[config.mk]
export PLATFORM = sky130hd
export DESIGN_NAME = comparator
export DESIGN_NICKNAME = d
export VERILOG_FILES = /design/src/rtl/comparator_pkg.sv /design/src/rtl/comparator_core.sv /design/src/rtl/comparator.sv
export SDC_FILE = /design/constraint.sdc
export NUM_CORES = 1
export LEC_CHECK = 0
export CORE_MARGIN = 10
export CORE_UTILIZATION = 25
export CTS_BUF_LIST = sky130_fd_sc_hd__clkbuf_8 sky130_fd_sc_hd__clkbuf_16
export CTS_CLUSTER_DIAMETER = 60
export DETAILED_ROUTE_END_ITERATION = 12
export PLACE_DENSITY = 0.59
export SYNTH_ARGS = -nofsm -noshare
export SYNTH_HDL_FRONTEND = slang
export SYNTH_SLANG_ARGS = --single-unit
[constraint.sdc]
create_clock -name i_clock -period 1.95 [get_ports i_clock]
set_clock_uncertainty 0.15 [all_clocks]
set_input_delay 0.39 -clock i_clock [delete_from_list [all_inputs] [get_ports i_clock]]
set_output_delay 0.39 -clock i_clock [all_outputs]
set_load 0.01 [all_outputs]
[src/rtl/comparator_pkg.sv]
// Shared flag indices and the packed result type for the comparator block.
package comparator_pkg;

    localparam int FLAG_GT = 0;
    localparam int FLAG_EQ = 1;
    localparam int FLAG_LT = 2;
    localparam int FLAG_GE = 3;
    localparam int FLAG_NE = 4;
    localparam int FLAG_LE = 5;
    localparam int FLAG_W  = 6;

    typedef logic [FLAG_W-1:0] flags_t;

endpackage

[src/rtl/comparator_core.sv]
// Combinational N-bit magnitude compare producing all six relational flags.
// Signed mode flips the sign bit so one unsigned N+1-bit subtract serves both modes.
module comparator_core
    import comparator_pkg::*;
#(
    parameter int N = 4
) (
    input  logic [N-1:0] a,
    input  logic [N-1:0] b,
    input  logic         is_signed,
    output flags_t       flags
);

    logic [N-1:0] sign_mask_s;
    logic [N-1:0] a_key_s;
    logic [N-1:0] b_key_s;
    logic [N:0]   diff_s;
    logic         lt_s;
    logic         eq_s;
    logic         gt_s;

    // Order-preserving key mapping, borrow-based compare and flag packing.
    always_comb begin
        sign_mask_s        = {N{1'b0}};
        sign_mask_s[N-1]   = is_signed;
        a_key_s            = a ^ sign_mask_s;
        b_key_s            = b ^ sign_mask_s;
        diff_s             = {1'b0, a_key_s} - {1'b0, b_key_s};
        lt_s               = diff_s[N];
        eq_s               = (diff_s[N-1:0] == {N{1'b0}});
        gt_s               = ~lt_s & ~eq_s;

        flags              = {FLAG_W{1'b0}};
        flags[FLAG_GT]     = gt_s;
        flags[FLAG_EQ]     = eq_s;
        flags[FLAG_LT]     = lt_s;
        flags[FLAG_GE]     = gt_s | eq_s;
        flags[FLAG_NE]     = ~eq_s;
        flags[FLAG_LE]     = lt_s | eq_s;
    end

endmodule

[src/rtl/comparator.sv]
// Registered magnitude comparator: one-cycle latency, flags hold while i_valid is low.
// Optional min/max outputs are enabled by defining COMPARATOR_MINMAX_EN.
module comparator
    import comparator_pkg::*;
#(
    parameter int N = 4
) (
    input  logic         i_clock,
    input  logic         i_reset,
    input  logic         i_valid,
    input  logic         i_signed,
    input  logic [N-1:0] i_left,
    input  logic [N-1:0] i_right,
    output logic         o_valid,
    output logic         o_greater,
    output logic         o_equal,
    output logic         o_less,
    output logic         o_greater_equal,
    output logic         o_not_equal,
    output logic         o_less_equal
`ifdef COMPARATOR_MINMAX_EN
    ,
    output logic [N-1:0] o_max,
    output logic [N-1:0] o_min
`endif
);

    flags_t core_flags_s;
    flags_t flags_d;
    flags_t flags_q;
    logic   valid_d;
    logic   valid_q;

    comparator_core #(.N(N)) u_core (
        .a         (i_left),
        .b         (i_right),
        .is_signed (i_signed),
        .flags     (core_flags_s)
    );

    // Capture a fresh result on valid; otherwise hold so idle operands never leak in.
    always_comb begin
        valid_d = i_valid;
        if (i_valid) begin
            flags_d = core_flags_s;
        end else begin
            flags_d = flags_q;
        end
    end

    // Result and valid registers.
    always_ff @(posedge i_clock or posedge i_reset) begin
        if (i_reset) begin
            valid_q <= 1'b0;
            flags_q <= {FLAG_W{1'b0}};
        end else begin
            valid_q <= valid_d;
            flags_q <= flags_d;
        end
    end

    assign o_valid         = valid_q;
    assign o_greater       = flags_q[FLAG_GT];
    assign o_equal         = flags_q[FLAG_EQ];
    assign o_less          = flags_q[FLAG_LT];
    assign o_greater_equal = flags_q[FLAG_GE];
    assign o_not_equal     = flags_q[FLAG_NE];
    assign o_less_equal    = flags_q[FLAG_LE];

`ifdef COMPARATOR_MINMAX_EN
    logic [N-1:0] max_d;
    logic [N-1:0] max_q;
    logic [N-1:0] min_d;
    logic [N-1:0] min_q;

    // Select max/min from the same compare that feeds the flags.
    always_comb begin
        if (!i_valid) begin
            max_d = max_q;
            min_d = min_q;
        end else if (core_flags_s[FLAG_GE]) begin
            max_d = i_left;
            min_d = i_right;
        end else begin
            max_d = i_right;
            min_d = i_left;
        end
    end

    // Min/max registers, updated alongside the flags.
    always_ff @(posedge i_clock or posedge i_reset) begin
        if (i_reset) begin
            max_q <= {N{1'b0}};
            min_q <= {N{1'b0}};
        end else begin
            max_q <= max_d;
            min_q <= min_d;
        end
    end

    assign o_max = max_q;
    assign o_min = min_q;
`endif

endmodule

# == Yosys cells after proc, flatten, opt, wreduce, memory -nomap -nowiden ==
# Index checks and enable logic that the tools add are counted.
# op_classes
bitwise,7
n_reduce_logical,1
addsub,1
# ops
op,count
XOR 4 bit,2
subtractor 4 x 4 -> 5 bit,1
logical NOT 4 bit,1
inverter 1 bit,2
OR 1 bit,2
bitwise AND 1 bit,1
# totals
regBits,7
in_bits,12
wordCells,11

# == Longest topological paths before layout ==
# Gate-level depths: netlist (run 1).
# logic_depth
word_depth,6
depth_mapped,8
mapped_depth_nobuf,8

# == By module ==
# A second synthesis (run 1) with hierarchy kept.
# unflattened
cells_unflattened,43
area_unflattened_um2,503.0
# modules_own_cells
mod,cells_per_inst,instances,seq_area_each_um2,area_each_um2
comparator,15,1,175.2,280.3
comparator_core,28,1,0.0,222.7

# == Worst setup path before layout (run 1) ==
# No wires, ideal clock.
# synth_timing
kind,input to register
start,input port i_left[0]
end,register flags_q[0]
t_required_ns,1.680
n_path_buf,0
t_arrival_ns,1.737
cell_stages,8
setup_time_ns,0.120
path_slack_ns,-0.058
path_cell_list,inv_1 ha_1 inv_1 fa_1 nand2b_1 nor4b_2 mux2i_2 o211a_1
# synth_between
elab_chain_cells,5
# synth_lines
element,line_no,source
"start, declared",comparator.sv:12,"input logic [N-1:0] i_left,"
XOR 4 bit *,comparator_core.sv:26,a_key_s = a ^ sign_mask_s;
subtractor 4 x 4 -> 5 bit *,comparator_core.sv:28,"diff_s = {1'b0, a_key_s} - {1'b0, b_key_s};"
logical NOT 4 bit,comparator_core.sv:30,eq_s = (diff_s[N-1:0] == {N{1'b0}});
inverter 1 bit,comparator_core.sv:31,gt_s = ~lt_s & ~eq_s;
bitwise AND 1 bit *,comparator_core.sv:31,
"end signal, assigned",comparator.sv:55,flags_q <= {FLAG_W{1'b0}};
"end signal, assigned",comparator.sv:58,flags_q <= flags_d;
"end, declared",comparator.sv:30,flags_t flags_q;
# Mark *: on every way between the ends. The rest lies on a longest branch, timed or not.
# A chain may end at the register's enable or synchronous reset.

# == Worst setup path in the final report (run 1) ==
# Same ends and word-level chain as after synthesis.

==> results of run 1 <==
cells by family after synthesis:
kind of cell | after synthesis
AND/OR/NAND/NOR | 15
buffers and inverters | 8
AO/OA/AOI/OAI | 7
flip-flops | 7
adder cells (fa/ha/maj) | 5
XOR/XNOR | 3
multiplexers | 1
state kept, by name, summed over array words and instances (netlist names):
name	flops
flags_q	6
o_valid	1
where the power goes:
group          internal, uW  switching, uW  leakage (uW)
Clock                   136           63.3     0.0000269
Sequential              170           11.3     0.0000817
Combinational           131           95.4      0.000270
through the flow:
| step | cells | util, % | instance area, sq um | power (uW) |
|---|---|---|---|---|
| 6_report | 96 | 48.1 | 840 | 606 |
| 5_1_grt | 96 | 48.1 | 840 | 648 |
| 4_1_cts | 95 | 44.5 | 777 | 600 |
| 3_5_place_dp | 91 | 40.8 | 712 | 384 |
| 3_3_place_gp | 91 | 40.8 | 712 | 382 |
| 2_1_floorplan | 46 | - | 483 | 290 |
layout make-up:
type	count	area (sq um)	share of cell area (%)
inverter	7	28.8	3.43
clock inverter	1	3.75	0.447
clock buffer	3	41.3	4.92
tap	25	31.3	3.73
multi-input combinational	31	348	41.4
timing repair buffer	22	211	25.2
sequential	7	175	20.9
worst reg2reg max path: cells and delay by family, from the launching register on:
kind,cells,cell delay [ns]
DFF,1,0.37
AOI/OAI and AO/OA,2,0.30
routing by layer:
metal / GRT usage [%] / wire length, um
met1: 5.61 / 436
met2: 8.38 / 498
met3: 3.00 / 62
met4: 4.19 / 23
met5: 0 / 0
cell usage in the layout (no fill, tap or decap), drive strengths merged, types with 2 or more instances in the layout:
master         instances
dlymetal6s2s           3
o21ai                  2
xor2                   2
buf                    6
nand3                  2
inv                    8
clkdlybuf4s50         10
nand2b                 3
nand2                  2
nor2                   4
clkbuf                 3
ha                     4
dlygate4sd2            2
dfrtp                  7
timing repair:
item	in CTS	in global routing
setup buffers	0	1
resized for setup	17	13
setup endpoints to repair	5	6
pin swaps	7	10
path summary, 6_finish.rpt:
path	start	to	slack, ns	depth (start not counted)
max	i_left[0]	flags_q[0]	0.09	9
min	i_reset	flags_q[1]	0.24	2
max reg2reg	flags_q[3]	flags_q[3]	1.01	2
min reg2reg	flags_q[4]	flags_q[4]	0.33	1
max in group asynchronous	i_reset	flags_q[0]	1.21	2
min in group i_clock	flags_q[4]	flags_q[4]	0.33	1
==> impl_metrics.json, run 1 <==
{
  "synth_edf_count": 0,
  "coreArea_sq_mm": 0.00175,
  "synth_ff_type": "dfrtp_1",
  "end_kind": "flop",
  "drive_above_1_share_pct": 36.6,
  "ys_ff_latch": 7,
  "finalSetupViolations": 0,
  "drt_pass1_iterations": 4,
  "grtUsageTotal_pct": 5.54,
  "wl_per_cell_um": 10.6,
  "worst_ep_arrival_time_ns": 1.83,
  "setup_tns_ns": 0,
  "first_global_vias": 411,
  "clockBufferDepth": 2,
  "path_buf_inv": 3,
  "diodes": 0,
  "synth_top_cell_area_share_pct": 37.7,
  "syn_avg_cell_area_sq_um": 10.1,
  "wirelength_mm": 1.02,
  "grt_pass1_wl_mm": 1.74,
  "start_util_pct": 26.6,
  "syn_area_sq_um": 464,
  "fin_crit_sh_pct": 95.6,
  "yosysSeqAreaShare_pct": 37.7,
  "ir_worst_vdd_mv": 0.286,
  "ys_top_cells_by_count": "dfrtp_1, inv_1, ha_1, nor2_1, nand2b_1",
  "synth_fp_nets": 63,
  "slew_violations": 0,
  "die-area_sq_mm": 0.00398,
  "power_density_mw_per_mm2": 722,
  "cts.clk_slew.worst_paths_ns": 0.04,
  "overflow": 0,
  "synthAdderAreaFrac_pct": 15.1,
  "path_max_fanout": 4,
  "place_hpwl_um": 822,
  "drt_iter0_markers": 3,
  "ys_types": 24,
  "port_buffers": 18,
  "crit_slowest_cell": "fa_2",
  "clkLatencyLatePin_ns": 0.23,
  "critPathMaxStageDelay_ns": 0.38,
  "htreeDepth": 1,
  "drtAntennaViolNets": 0,
  "slew_headroom_pct": 82.2,
  "setup_slack_ns": 0.0861,
  "yosysTopAreaCell": "dfrtp_1",
  "startpoint_type": "primary input",
  "vias": 405,
  "drcViolationCount": 0,
  "tightest_slew_ns": 0.261,
  "fin_nets": 89,
  "place_congestion": 0.717,
  "synthMuxAreaShare_pct": 2.96,
  "cts_tree": "done",
  "fillers": 164,
  "holdWs_ns": 0.238,
  "p_leak_uw": 0.000379,
  "hold_violations": 0,
  "viasPerCell": 4.22,
  "grt_antenna_before_repair": 0,
  "cap_violations": 0,
  "cp.required_ns": 1.91,
  "status": "completed",
  "hold_buffers": 0,
  "hold_class": "primary input to async pin",
  "synth-compound-area-share_pct": 11.6,
  "ios": 19,
  "crit_type": "primary input to flop",
  "synth_cells": 46,
  "area_delta_synth_final_pct": 80.9,
  "synth.area.top_cells": "dfrtp_1, ha_1, inv_1",
  "die_w_um": 63.1,
  "cts_made_buffers": 3,
  "rsz0062_at_grt": "true",
  "path_cells": "buf_6 -> inv_4 -> ha_4 -> inv_2 -> fa_2 -> xor2_4 -> nor4b_4 -> mux2i_2 -> o211a_1",
  "fmax_mhz": 537,
  "clock_sinks": 7,
  "ys.warnings.count": 0,
  "die_h_um": 63.1,
  "cp_top_family": "adder cells",
  "synth_top_family_by_area": "simple AND/OR/NAND/NOR gates",
  "fp-row-count": 15,
  "synthSimpleGateAreaFrac_pct": 18.6,
  "period_needed_ns": 1.86,
  "grt_max_degree": 8,
  "post-place-ws_ns": -0.558,
  "cts_root_buffer": "clkbuf_8",
  "synthXorXnorAreaFrac_pct": 7.28,
  "async_flop_share_pct": 100
}
No activity file was read; power rests on OpenSTA's default activity.
==> run 2, diff against run 1 <==
--- a/config.mk
+++ b/config.mk
@@ -10,6 +10,7 @@
 export CTS_BUF_LIST = sky130_fd_sc_hd__clkbuf_8 sky130_fd_sc_hd__clkbuf_16
 export CTS_CLUSTER_DIAMETER = 60
 export DETAILED_ROUTE_END_ITERATION = 12
+export GPL_TIMING_DRIVEN = 1
 export PLACE_DENSITY = 0.59
 export SYNTH_ARGS = -nofsm -noshare
 export SYNTH_HDL_FRONTEND = slang
==> results of run 2 <==
Final layout, timing and power as in run 1 (identical DEF).
